File: config.mk
export PLATFORM = sky130hd
export DESIGN_NAME = fmc_adc_pattern_gen_flat
export DESIGN_NICKNAME = d
export VERILOG_FILES = /design/src/rtl/fmc_adc_pattern_gen_if.sv /design/src/rtl/fmc_adc_pattern_gen.sv /design/src/flat_wrapper.sv
export SDC_FILE = /design/constraint.sdc
export NUM_CORES = 1
export LEC_CHECK = 0
export ABC_AREA = 1
export CAP_MARGIN = 5
export CORE_ASPECT_RATIO = 1.4
export CORE_MARGIN = 2
export CORE_UTILIZATION = 57
export DETAILED_ROUTE_END_ITERATION = 7
export PLACE_DENSITY = 0.85
export SYNTH_ARGS = -nofsm -noshare
export SYNTH_HDL_FRONTEND = slang
export SYNTH_SLANG_ARGS = --single-unit
export TNS_END_PERCENT = 50
File: constraint.sdc
create_clock -name clk_sys -period 6.35 [get_ports clk_sys]
set_input_delay 1.27 -clock clk_sys [delete_from_list [all_inputs] [get_ports clk_sys]]
set_output_delay 1.27 -clock clk_sys [all_outputs]
set_load 0.005 [all_outputs]
File: src/rtl/fmc_adc_pattern_gen_if.sv
// Control/data bundle between the FMC-ADC core and the test-pattern generator.
// The master side drives configuration and strobes; the slave side is the generator.
interface fmc_adc_pattern_gen_if #(
    parameter int g_NB_CHANNELS = 4,
    parameter int g_DATA_WIDTH  = 16
);
    logic                                   enable;
    logic                                   sync;
    logic                                   sample_en;
    logic [1:0]                             mode;
    logic [g_DATA_WIDTH-1:0]                step;
    logic [g_DATA_WIDTH-1:0]                lower;
    logic [g_DATA_WIDTH-1:0]                upper;
    logic [g_NB_CHANNELS-1:0]               invert;
    logic [g_NB_CHANNELS*g_DATA_WIDTH-1:0]  data;
    logic                                   valid;
    logic                                   running;
    logic                                   cfg_err;
    logic [31:0]                            sample_cnt;

    modport master (
        output enable, sync, sample_en, mode, step, lower, upper, invert,
        input  data, valid, running, cfg_err, sample_cnt
    );

    modport slave (
        input  enable, sync, sample_en, mode, step, lower, upper, invert,
        output data, valid, running, cfg_err, sample_cnt
    );
endinterface

File: src/rtl/fmc_adc_pattern_gen.sv
// Multi-channel ADC test-pattern generator (zero / triangle / sawtooth / constant)
// substituting deserialised samples at the acquisition core's sample mux.
module fmc_adc_pattern_gen #(
    parameter int g_NB_CHANNELS = 4,
    parameter int g_DATA_WIDTH  = 16
) (
    input  logic                  clk_sys,
    input  logic                  sys_rst_n,
    fmc_adc_pattern_gen_if.slave  bus
);
    localparam int N  = g_NB_CHANNELS;
    localparam int W  = g_DATA_WIDTH;
    // Two guard bits: a full-range unsigned step added to a signed sample cannot overflow.
    localparam int XW = W + 2;

    localparam logic [1:0] MODE_ZERO     = 2'd0;
    localparam logic [1:0] MODE_TRIANGLE = 2'd1;
    localparam logic [1:0] MODE_SAWTOOTH = 2'd2;

    localparam logic DIR_UP   = 1'b0;
    localparam logic DIR_DOWN = 1'b1;

    typedef enum logic [1:0] {ST_IDLE, ST_RUN, ST_ERR} state_t;

    state_t               state_reg;
    logic [1:0]           mode_reg;
    logic [W-1:0]         step_reg;
    logic signed [W-1:0]  lower_reg;
    logic signed [W-1:0]  upper_reg;
    logic [N-1:0]         invert_reg;
    logic signed [W-1:0]  cur_reg;
    logic                 dir_reg;
    logic [N*W-1:0]       data_reg;
    logic                 valid_reg;
    logic                 running_reg;
    logic                 cfg_err_reg;
    logic [31:0]          cnt_reg;

    logic signed [W-1:0]  base_cur;
    logic                 base_dir;
    logic signed [XW-1:0] sum_up;
    logic signed [XW-1:0] sum_dn;
    logic signed [XW-1:0] lower_x;
    logic signed [XW-1:0] upper_x;
    logic signed [W-1:0]  cur_next;
    logic                 dir_next;
    logic signed [W-1:0]  neg_sat;
    logic [N*W-1:0]       data_next;
    logic signed [W-1:0]  cfg_lower;
    logic signed [W-1:0]  cfg_upper;

    assign cfg_lower = bus.lower;
    assign cfg_upper = bus.upper;

    // A sync restarts the waveform before any coincident sample is taken.
    always_comb begin
        base_cur = bus.sync ? lower_reg : cur_reg;
        base_dir = bus.sync ? DIR_UP : dir_reg;
        lower_x  = XW'(lower_reg);
        upper_x  = XW'(upper_reg);
        sum_up   = XW'(base_cur) + XW'(step_reg);
        sum_dn   = XW'(base_cur) - XW'(step_reg);
        cur_next = base_cur;
        dir_next = base_dir;
        case (mode_reg)
            MODE_TRIANGLE: begin
                if (base_dir == DIR_UP) begin
                    if (sum_up >= upper_x) begin
                        cur_next = upper_reg;
                        dir_next = DIR_DOWN;
                    end else begin
                        cur_next = sum_up[W-1:0];
                    end
                end else begin
                    if (sum_dn <= lower_x) begin
                        cur_next = lower_reg;
                        dir_next = DIR_UP;
                    end else begin
                        cur_next = sum_dn[W-1:0];
                    end
                end
            end
            MODE_SAWTOOTH: begin
                cur_next = (sum_up > upper_x) ? lower_reg : sum_up[W-1:0];
                dir_next = DIR_UP;
            end
            default: begin
                cur_next = lower_reg;
                dir_next = DIR_UP;
            end
        endcase
    end

    // Negating the most negative code saturates to the most positive one.
    always_comb begin
        if (base_cur == {1'b1, {(W-1){1'b0}}})
            neg_sat = {1'b0, {(W-1){1'b1}}};
        else
            neg_sat = -base_cur;
    end

    generate
        for (genvar gi = 0; gi < N; gi++) begin : g_chan
            assign data_next[gi*W +: W] = (mode_reg == MODE_ZERO) ? '0 :
                                          invert_reg[gi] ? neg_sat : base_cur;
        end
    endgenerate

    always_ff @(posedge clk_sys) begin
        if (!sys_rst_n) begin
            state_reg   <= ST_IDLE;
            mode_reg    <= MODE_ZERO;
            step_reg    <= '0;
            lower_reg   <= '0;
            upper_reg   <= '0;
            invert_reg  <= '0;
            cur_reg     <= '0;
            dir_reg     <= DIR_UP;
            data_reg    <= '0;
            valid_reg   <= 1'b0;
            running_reg <= 1'b0;
            cfg_err_reg <= 1'b0;
            cnt_reg     <= '0;
        end else begin
            valid_reg <= 1'b0;
            case (state_reg)
                ST_IDLE: begin
                    if (bus.enable) begin
                        mode_reg   <= bus.mode;
                        step_reg   <= bus.step;
                        lower_reg  <= cfg_lower;
                        upper_reg  <= cfg_upper;
                        invert_reg <= bus.invert;
                        if (cfg_lower > cfg_upper) begin
                            state_reg   <= ST_ERR;
                            cfg_err_reg <= 1'b1;
                        end else begin
                            state_reg   <= ST_RUN;
                            running_reg <= 1'b1;
                            cur_reg     <= cfg_lower;
                            dir_reg     <= DIR_UP;
                            cnt_reg     <= '0;
                        end
                    end
                end
                ST_RUN: begin
                    if (!bus.enable) begin
                        state_reg   <= ST_IDLE;
                        running_reg <= 1'b0;
                    end else if (bus.sample_en) begin
                        valid_reg <= 1'b1;
                        data_reg  <= data_next;
                        cur_reg   <= cur_next;
                        dir_reg   <= dir_next;
                        cnt_reg   <= bus.sync ? 32'd1 : cnt_reg + 32'd1;
                    end else if (bus.sync) begin
                        cur_reg <= lower_reg;
                        dir_reg <= DIR_UP;
                        cnt_reg <= '0;
                    end
                end
                ST_ERR: begin
                    if (!bus.enable) begin
                        state_reg   <= ST_IDLE;
                        cfg_err_reg <= 1'b0;
                    end
                end
                default: state_reg <= ST_IDLE;
            endcase
        end
    end

    assign bus.data       = data_reg;
    assign bus.valid      = valid_reg;
    assign bus.running    = running_reg;
    assign bus.cfg_err    = cfg_err_reg;
    assign bus.sample_cnt = cnt_reg;
endmodule

File: src/flat_wrapper.sv
// flat-port wrapper written by rule: the top's interface ports become plain ports
module fmc_adc_pattern_gen_flat 
#(
    parameter int g_NB_CHANNELS = 4,
    parameter int g_DATA_WIDTH  = 16
)
  (clk_sys, sys_rst_n, bus_enable, bus_sync, bus_sample_en, bus_mode, bus_step, bus_lower, bus_upper, bus_invert, bus_data, bus_valid, bus_running, bus_cfg_err, bus_sample_cnt);
  fmc_adc_pattern_gen_if #(.g_NB_CHANNELS(g_NB_CHANNELS), .g_DATA_WIDTH(g_DATA_WIDTH)) bus_i ();
  input  logic clk_sys;
  input  logic sys_rst_n;
  input wire logic [$bits(bus_i.enable)-1:0] bus_enable;
  input wire logic [$bits(bus_i.sync)-1:0] bus_sync;
  input wire logic [$bits(bus_i.sample_en)-1:0] bus_sample_en;
  input wire logic [$bits(bus_i.mode)-1:0] bus_mode;
  input wire logic [$bits(bus_i.step)-1:0] bus_step;
  input wire logic [$bits(bus_i.lower)-1:0] bus_lower;
  input wire logic [$bits(bus_i.upper)-1:0] bus_upper;
  input wire logic [$bits(bus_i.invert)-1:0] bus_invert;
  output wire logic [$bits(bus_i.data)-1:0] bus_data;
  output wire logic [$bits(bus_i.valid)-1:0] bus_valid;
  output wire logic [$bits(bus_i.running)-1:0] bus_running;
  output wire logic [$bits(bus_i.cfg_err)-1:0] bus_cfg_err;
  output wire logic [$bits(bus_i.sample_cnt)-1:0] bus_sample_cnt;
  assign bus_i.enable = bus_enable;
  assign bus_i.sync = bus_sync;
  assign bus_i.sample_en = bus_sample_en;
  assign bus_i.mode = bus_mode;
  assign bus_i.step = bus_step;
  assign bus_i.lower = bus_lower;
  assign bus_i.upper = bus_upper;
  assign bus_i.invert = bus_invert;
  assign bus_data = bus_i.data;
  assign bus_valid = bus_i.valid;
  assign bus_running = bus_i.running;
  assign bus_cfg_err = bus_i.cfg_err;
  assign bus_sample_cnt = bus_i.sample_cnt;
  fmc_adc_pattern_gen #(.g_NB_CHANNELS(g_NB_CHANNELS), .g_DATA_WIDTH(g_DATA_WIDTH)) u_core (.clk_sys(clk_sys), .sys_rst_n(sys_rst_n), .bus(bus_i));
endmodule
==> results.py <==
metrics = {
    "synth": {
        "syn_area_mm2": 0.01295,
        "syn_nets": 2272,
        "synth_mux_area_share_pct": 0,
        "synthAdderAreaFrac_pct": 9.295,
        "synth_cell_types": 37,
        "synth-xor-area-share_pct": 2.908,
        "synth_edf_count": 0,
        "yosys_warnings": 0,
        "synth-seq-area-share_pct": 26.59,
        "synth_top_family_by_area": "simple AND/OR/NAND/NOR gates",
        "async_reset_ff_share_pct": 0,
        "synth_compound_area_share_pct": 16.54,
        "syn_inst": 2118,
        "synth-seq-cells": 172,
        "synth-simple-area-share_pct": 34.11,
        "synth_ff_type": "dfxtp_1",
        "syn_area_per_cell_um2": 6.114,
    },
    "sta": {
        "whs_ps": 465.9,
        "slew_headroom_pct": 37.92,
        "setup_slack_ps": 409.2,
        "finalCriticalPeriod_ps": 5941,
        "hold_viol_final": 0,
        "post-route-period-util_pct": 93.56,
        "rsz0062_at_grt": "false",
        "setup_tns_ps": 0,
        "tightest_slew_ps": 931.2,
        "setup_viol": 0,
        "fmax_mhz": 168.3,
        "final_max_slew_viol_count": 0,
        "skew_ps": 14.19,
    },
    "global_route": {
        "grt_pass1_wl_um": 75700,
        "grt-ovfl-total": 0,
        "antenna_found_initial": 0,
        "grt_max_degree": 89,
        "gr-usage-all-layers_pct": 39.91,
        "grt_pass1_vias": 14040,
    },
    "worst_setup_path": {
        "crit_path_end_kind": "flop",
        "worst_ep_arrival_time_ps": 6230,
        "slowest_stage": "xor2_1",
        "critPathMaxStageDelay_ps": 640,
        "path_buf_inv": 5,
        "path_max_fanout": 20,
        "worst_path_dominant_cell_family": "simple AND/OR/NAND/NOR gates",
        "worst_ep_required_time_ps": 6640,
        "crit_path_frequent_cell": "nand2_1",
        "worst_setup_path_start_kind": "input port",
        "critical_path_class": "in2reg",
    },
    "detailed_routing": {
        "wl_met1_um": 18610,
        "first_pass_iters": 8,
        "dr_wl_met3_um": 4431,
        "ant_nets": 0,
        "top_layer": "met4",
        "routed_wl_um": 48910,
        "via_per_inst": 5.958,
        "first_iter_violations": 1837,
        "drt_drc_violations_left": 0,
        "route.met2.wl_um": 23270,
        "dr_total_vias": 15150,
        "wl_per_cell_um": 19.24,
    },
    "power_and_ir_drop": {
        "p_leak_nw": 6.695,
        "powerDensity_mw_per_mm2": 351.9,
        "ir_drop_v": 0.0002271,
    },
    "finish": {
        "drive_gt1_share_pct": 4.105,
        "area_delta_synth_final_pct": 19.50,
        "nets": 2382,
        "final_util_pct": 68.94,
        "fin_cells": 2542,
        "largest_reg_flops": 64,
        "num_antenna_cells": 0,
        "fillers": 2068,
    },
    "floorplanning": {
        "die-area_mm2": 0.02396,
        "dieWidth_um": 131.4,
        "start_util_pct": 57.69,
        "placementRows": 65,
        "ioPinCount": 158,
        "core_mm2": 0.02245,
        "die_y_um": 182.3,
    },
    "clocking": {
        "h-tree-depth": 4,
        "cts_resized": 0,
        "postCtsSetupBuffers": 0,
        "clkTransAtPathRegs_ps": 70,
        "cts_made_buffers": 17,
        "clock_latency_ps": 450,
        "cts_hold_buf": 0,
        "cts_tree": "built",
        "cts_max_path_buffers": 2,
        "clkSinkCount": 172,
        "cts_root_buffer": "clkbuf_16",
    },
    "job": {
        "maxCapViolCount": 0,
    },
    "placement": {
        "numPlacedInstances": 2510,
        "pre_cts_slack_ps": 32.44,
        "io_buffer_count": 157,
        "gp_congestion": 1.056,
        "dp_hpwl_um": 36320,
    },
    "hold_path": {
        "hp-class": "reg2reg",
    },
    "status": {
        "status": "completed",
    },
}
[cell type report]
class | instances | area (um2) | share of cell area, %
Clock buffer | 17 | 425.4 | 2.749
Sequential cell | 172 | 3443 | 22.25
Tap cell | 301 | 376.6 | 2.434
Clock inverter | 15 | 180.2 | 1.164
Multi-Input combinational cell | 1584 | 8154 | 52.69
Timing Repair Buffer | 205 | 1964 | 12.69
Inverter | 248 | 930.9 | 6.016
[path summary, 6_finish.rpt]
kind,startpoint,end,slack (ps),depth (start not counted)
max,bus_sync,u_core.cur_reg[12]$_SDFFE_PN0P_,410,31
min,u_core.bus.data[19]$_SDFFE_PN0P_,u_core.bus.data[19]$_SDFFE_PN0P_,470,2
max reg2reg,u_core.lower_reg[0]$_SDFFE_PN0P_,u_core.cur_reg[12]$_SDFFE_PN0P_,1630,32
min reg2reg,u_core.bus.data[19]$_SDFFE_PN0P_,u_core.bus.data[19]$_SDFFE_PN0P_,470,2
[cells in the mapped netlist, types with 4 or more instances]
library cell	instances	share of area, %
or2_2	4	0.19
xnor2_1	10	0.68
o21ai_0	102	3.9
nand4_1	51	2.5
clkbuf_1	107	3.1
nor2_1	136	3.9
nor3_1	35	1.4
dfxtp_1	172	27
nand3_1	188	7.3
o21bai_1	12	0.70
a21oi_1	250	9.7
ha_1	93	9.0
buf_2	4	0.15
o211ai_1	29	1.7
xor2_1	33	2.2
nor4_1	15	0.72
nand2_1	602	17
and2_1	4	0.19
inv_1	245	7.1
[logic make-up after synthesis]
family	after synthesis
XOR/XNOR	43
AO/OA/AOI/OAI	403
adder cells (fa/ha/maj)	95
AND/OR/NAND/NOR	1043
buffers and inverters	362
flip-flops	172
[power by group]
part	switching (mW)	internal [mW]
registers	0.122	1.19
clock network	0.530	0.562
logic	2.07	0.975
[worst min-delay path, stage by stage, from the launching register on]
cell and delay (ps):
dfxtp_1 310, nand2_1 60, a21oi_1 50
[placed cells by master, fill, tap and decap left out, types with 12 or more instances in the layout]
cell / n
inv_1: 244
o21bai_1: 12
dfxtp_1: 172
clkbuf_16: 17
nand2_1: 601
nor2_1: 135
clkdlybuf4s50_1: 156
nor3_1: 35
buf_4: 45
xor2_1: 33
nand4_1: 51
ha_1: 93
o211ai_1: 29
o21ai_0: 101
nand3_1: 187
nor4_1: 15
a21oi_1: 250
[layer usage]
metal | global-route usage (%) | vias up
met4 | 21.52 | 0
met2 | 68.08 | 869
met5 | 0 | -
li1 | - | 7175
met3 | 6.917 | 181
met1 | 47.95 | 6921
[metrics by stage]
step                      area (um2)  power (mW)
final                          15470       5.445
after global placement         14870       4.212
after floorplan                12950       3.243
after detailed placement       14870       4.250
after CTS                      15470       5.337
after global routing           15470       5.779
Note: power is estimated with default switching activity, not from simulation.
==> patch, RTL diff (config.mk and constraints unchanged) <==
`g_DATA_WIDTH` is set to 16 in 3 places; all go to 20.
--- a/src/rtl/fmc_adc_pattern_gen_if.sv
+++ b/src/rtl/fmc_adc_pattern_gen_if.sv
@@ -2,7 +2,7 @@
 // The master side drives configuration and strobes; the slave side is the generator.
 interface fmc_adc_pattern_gen_if #(
     parameter int g_NB_CHANNELS = 4,
-    parameter int g_DATA_WIDTH  = 16
+    parameter int g_DATA_WIDTH  = 20
 );
     logic                                   enable;
     logic                                   sync;
--- a/src/rtl/fmc_adc_pattern_gen.sv
+++ b/src/rtl/fmc_adc_pattern_gen.sv
@@ -2,7 +2,7 @@
 // substituting deserialised samples at the acquisition core's sample mux.
 module fmc_adc_pattern_gen #(
     parameter int g_NB_CHANNELS = 4,
-    parameter int g_DATA_WIDTH  = 16
+    parameter int g_DATA_WIDTH  = 20
 ) (
     input  logic                  clk_sys,
     input  logic                  sys_rst_n,
--- a/src/flat_wrapper.sv
+++ b/src/flat_wrapper.sv
@@ -2,7 +2,7 @@
 module fmc_adc_pattern_gen_flat 
 #(
     parameter int g_NB_CHANNELS = 4,
-    parameter int g_DATA_WIDTH  = 16
+    parameter int g_DATA_WIDTH  = 20
 )
   (clk_sys, sys_rst_n, bus_enable, bus_sync, bus_sample_en, bus_mode, bus_step, bus_lower, bus_upper, bus_invert, bus_data, bus_valid, bus_running, bus_cfg_err, bus_sample_cnt);
   fmc_adc_pattern_gen_if #(.g_NB_CHANNELS(g_NB_CHANNELS), .g_DATA_WIDTH(g_DATA_WIDTH)) bus_i ();
Interface: changed (resized bus_data, bus_lower, bus_step and bus_upper); port bits go from 158 to 186. No check against the original RTL was run, so the function may have changed too.
==> patch against the original RTL <==
Sequential cell count is 32 higher. Global-route usage is 2.0 points lower. Worst setup slack better by 58 ps. Clock power is 30% higher. Via count is 18% higher. Synthesized area is 22% higher. Wire length is 15% higher. Sequential power is 21% higher. Power is 44% higher. Cell area is 23% higher. Worst hold slack worse by 2.8 ps. Critical endpoint is now u_core.cur_reg[14]$_SDFFE_PN0P_. Largest power group unchanged.
==> patch: results (changes against the original RTL) <==
\begin{tabular}{lr}
\hline
Metric & Value \\
\hline
\multicolumn{2}{l}{\textbf{Final layout}} \\
\quad Proportion of cell area occupied by multi-input gates & 53.4\% (+0.72 points) \\
\quad Non-clock inverter count in the final layout & 254 (+2.4\%) \\
\quad Largest register FFs & 80 (+25\%) \\
\quad Final-stage net count & 2867 (+20\%) \\
\quad Proportion of final cell area spent on non-clock buffers & 13.5\% (+0.79 points) \\
\quad Multi-input combinational gate total & 1923 (+21\%) \\
\multicolumn{2}{l}{\textbf{Power and ir drop}} \\
\quad Leakage power total & 8.25 nW (+23\%) \\
\quad Worst vdd rail ir drop & 0.311 mV (+37\%) \\
\quad Power in combinational cells & 4.84 mW (+59\%) \\
\multicolumn{2}{l}{\textbf{Placement}} \\
\quad Total half-perimeter wirelength after legalization and detailed placement & 41100 um (+13\%) \\
\quad Worst slack, placed & -119 ps (-151 ps) \\
\quad Placer Congestion & 1.01 (-4.0\%) \\
\multicolumn{2}{l}{\textbf{Critical path}} \\
\quad CP max stage delay & 510 ps (-130 ps) \\
\quad Data arrival time of the critical path & 6280 ps (+50 ps) \\
\quad Largest driver fanout on the critical path & 24 (+20\%) \\
\quad Worst-path cell with the longest stage delay & clkdlybuf4s50\_1 \\
\multicolumn{2}{l}{\textbf{GRT}} \\
\quad Global-route met3 utilization & 5.81\% (-1.1 points) \\
\quad Total global routing track utilization & 37.9\% (-2.0 points) \\
\quad Global-route wire length before repair & 87700 um (+16\%) \\
\multicolumn{2}{l}{\textbf{Timing}} \\
\quad Max Clock Skew & 13.5 ps (-0.709 ps) \\
\quad Minimum period implied by the final worst setup slack & 5880 ps (-57.6 ps) \\
\multicolumn{2}{l}{\textbf{Detailed routing}} \\
\quad Wire length the detailed router placed on met1 & 22000 um (+18\%) \\
\quad Routed wire length on met2 & 26000 um (+12\%) \\
\quad Metal3 WL & 5340 um (+20\%) \\
\quad Wire length per cell & 18.3 um (-5.1\%) \\
\multicolumn{2}{l}{\textbf{Status}} \\
\quad Result of the run & complete, no violations \\
\multicolumn{2}{l}{\textbf{Clock network}} \\
\quad Number of buffers created by CTS & 23 (+6) \\
\quad Insertion delay to the later sink of the worst-skew pair & 560 ps (+110 ps) \\
\multicolumn{2}{l}{\textbf{Min path}} \\
\quad Startpoint of the worst hold path & u\_core.bus.data[67]\$\_SDFFE\_PN0P\_ \\
\multicolumn{2}{l}{\textbf{Logic synthesis}} \\
\quad Sequential element share of the synthesized area & 25.8\% (-0.77 points) \\
\hline
\end{tabular}
## patch: changes by cell type after synthesis, sizes merged, moves of 20 or more
| cell | unedited run | this run |
|---|---|---|
| buf | 7 | 40 |
| nand2 | 603 | 724 |
| dfxtp | 172 | 204 |
| a21oi | 250 | 311 |
| ha | 93 | 113 |
| nor2 | 136 | 200 |
| o211ai | 29 | 67 |
## patch: through the flow
| step | util [%] | power (mW) | cells | instance area (um^2) |
|---|---|---|---|---|
| 2_1_floorplan | - | 4.80 | 2529 | 15800 |
| 3_3_place_gp | 66.3 | 6.21 | 3026 | 18200 |
| 3_5_place_dp | 66.3 | 6.28 | 3026 | 18200 |
| 4_1_cts | 69.1 | 7.72 | 3067 | 19000 |
| 5_1_grt | 69.1 | 8.42 | 3067 | 19000 |
| 6_report | 69.1 | 7.85 | 3067 | 19000 |
## patch: timing repair
item,in CTS,in global routing
resized for setup,0,2
hold buffers,0,0
endpoints found under the setup margin,0,4
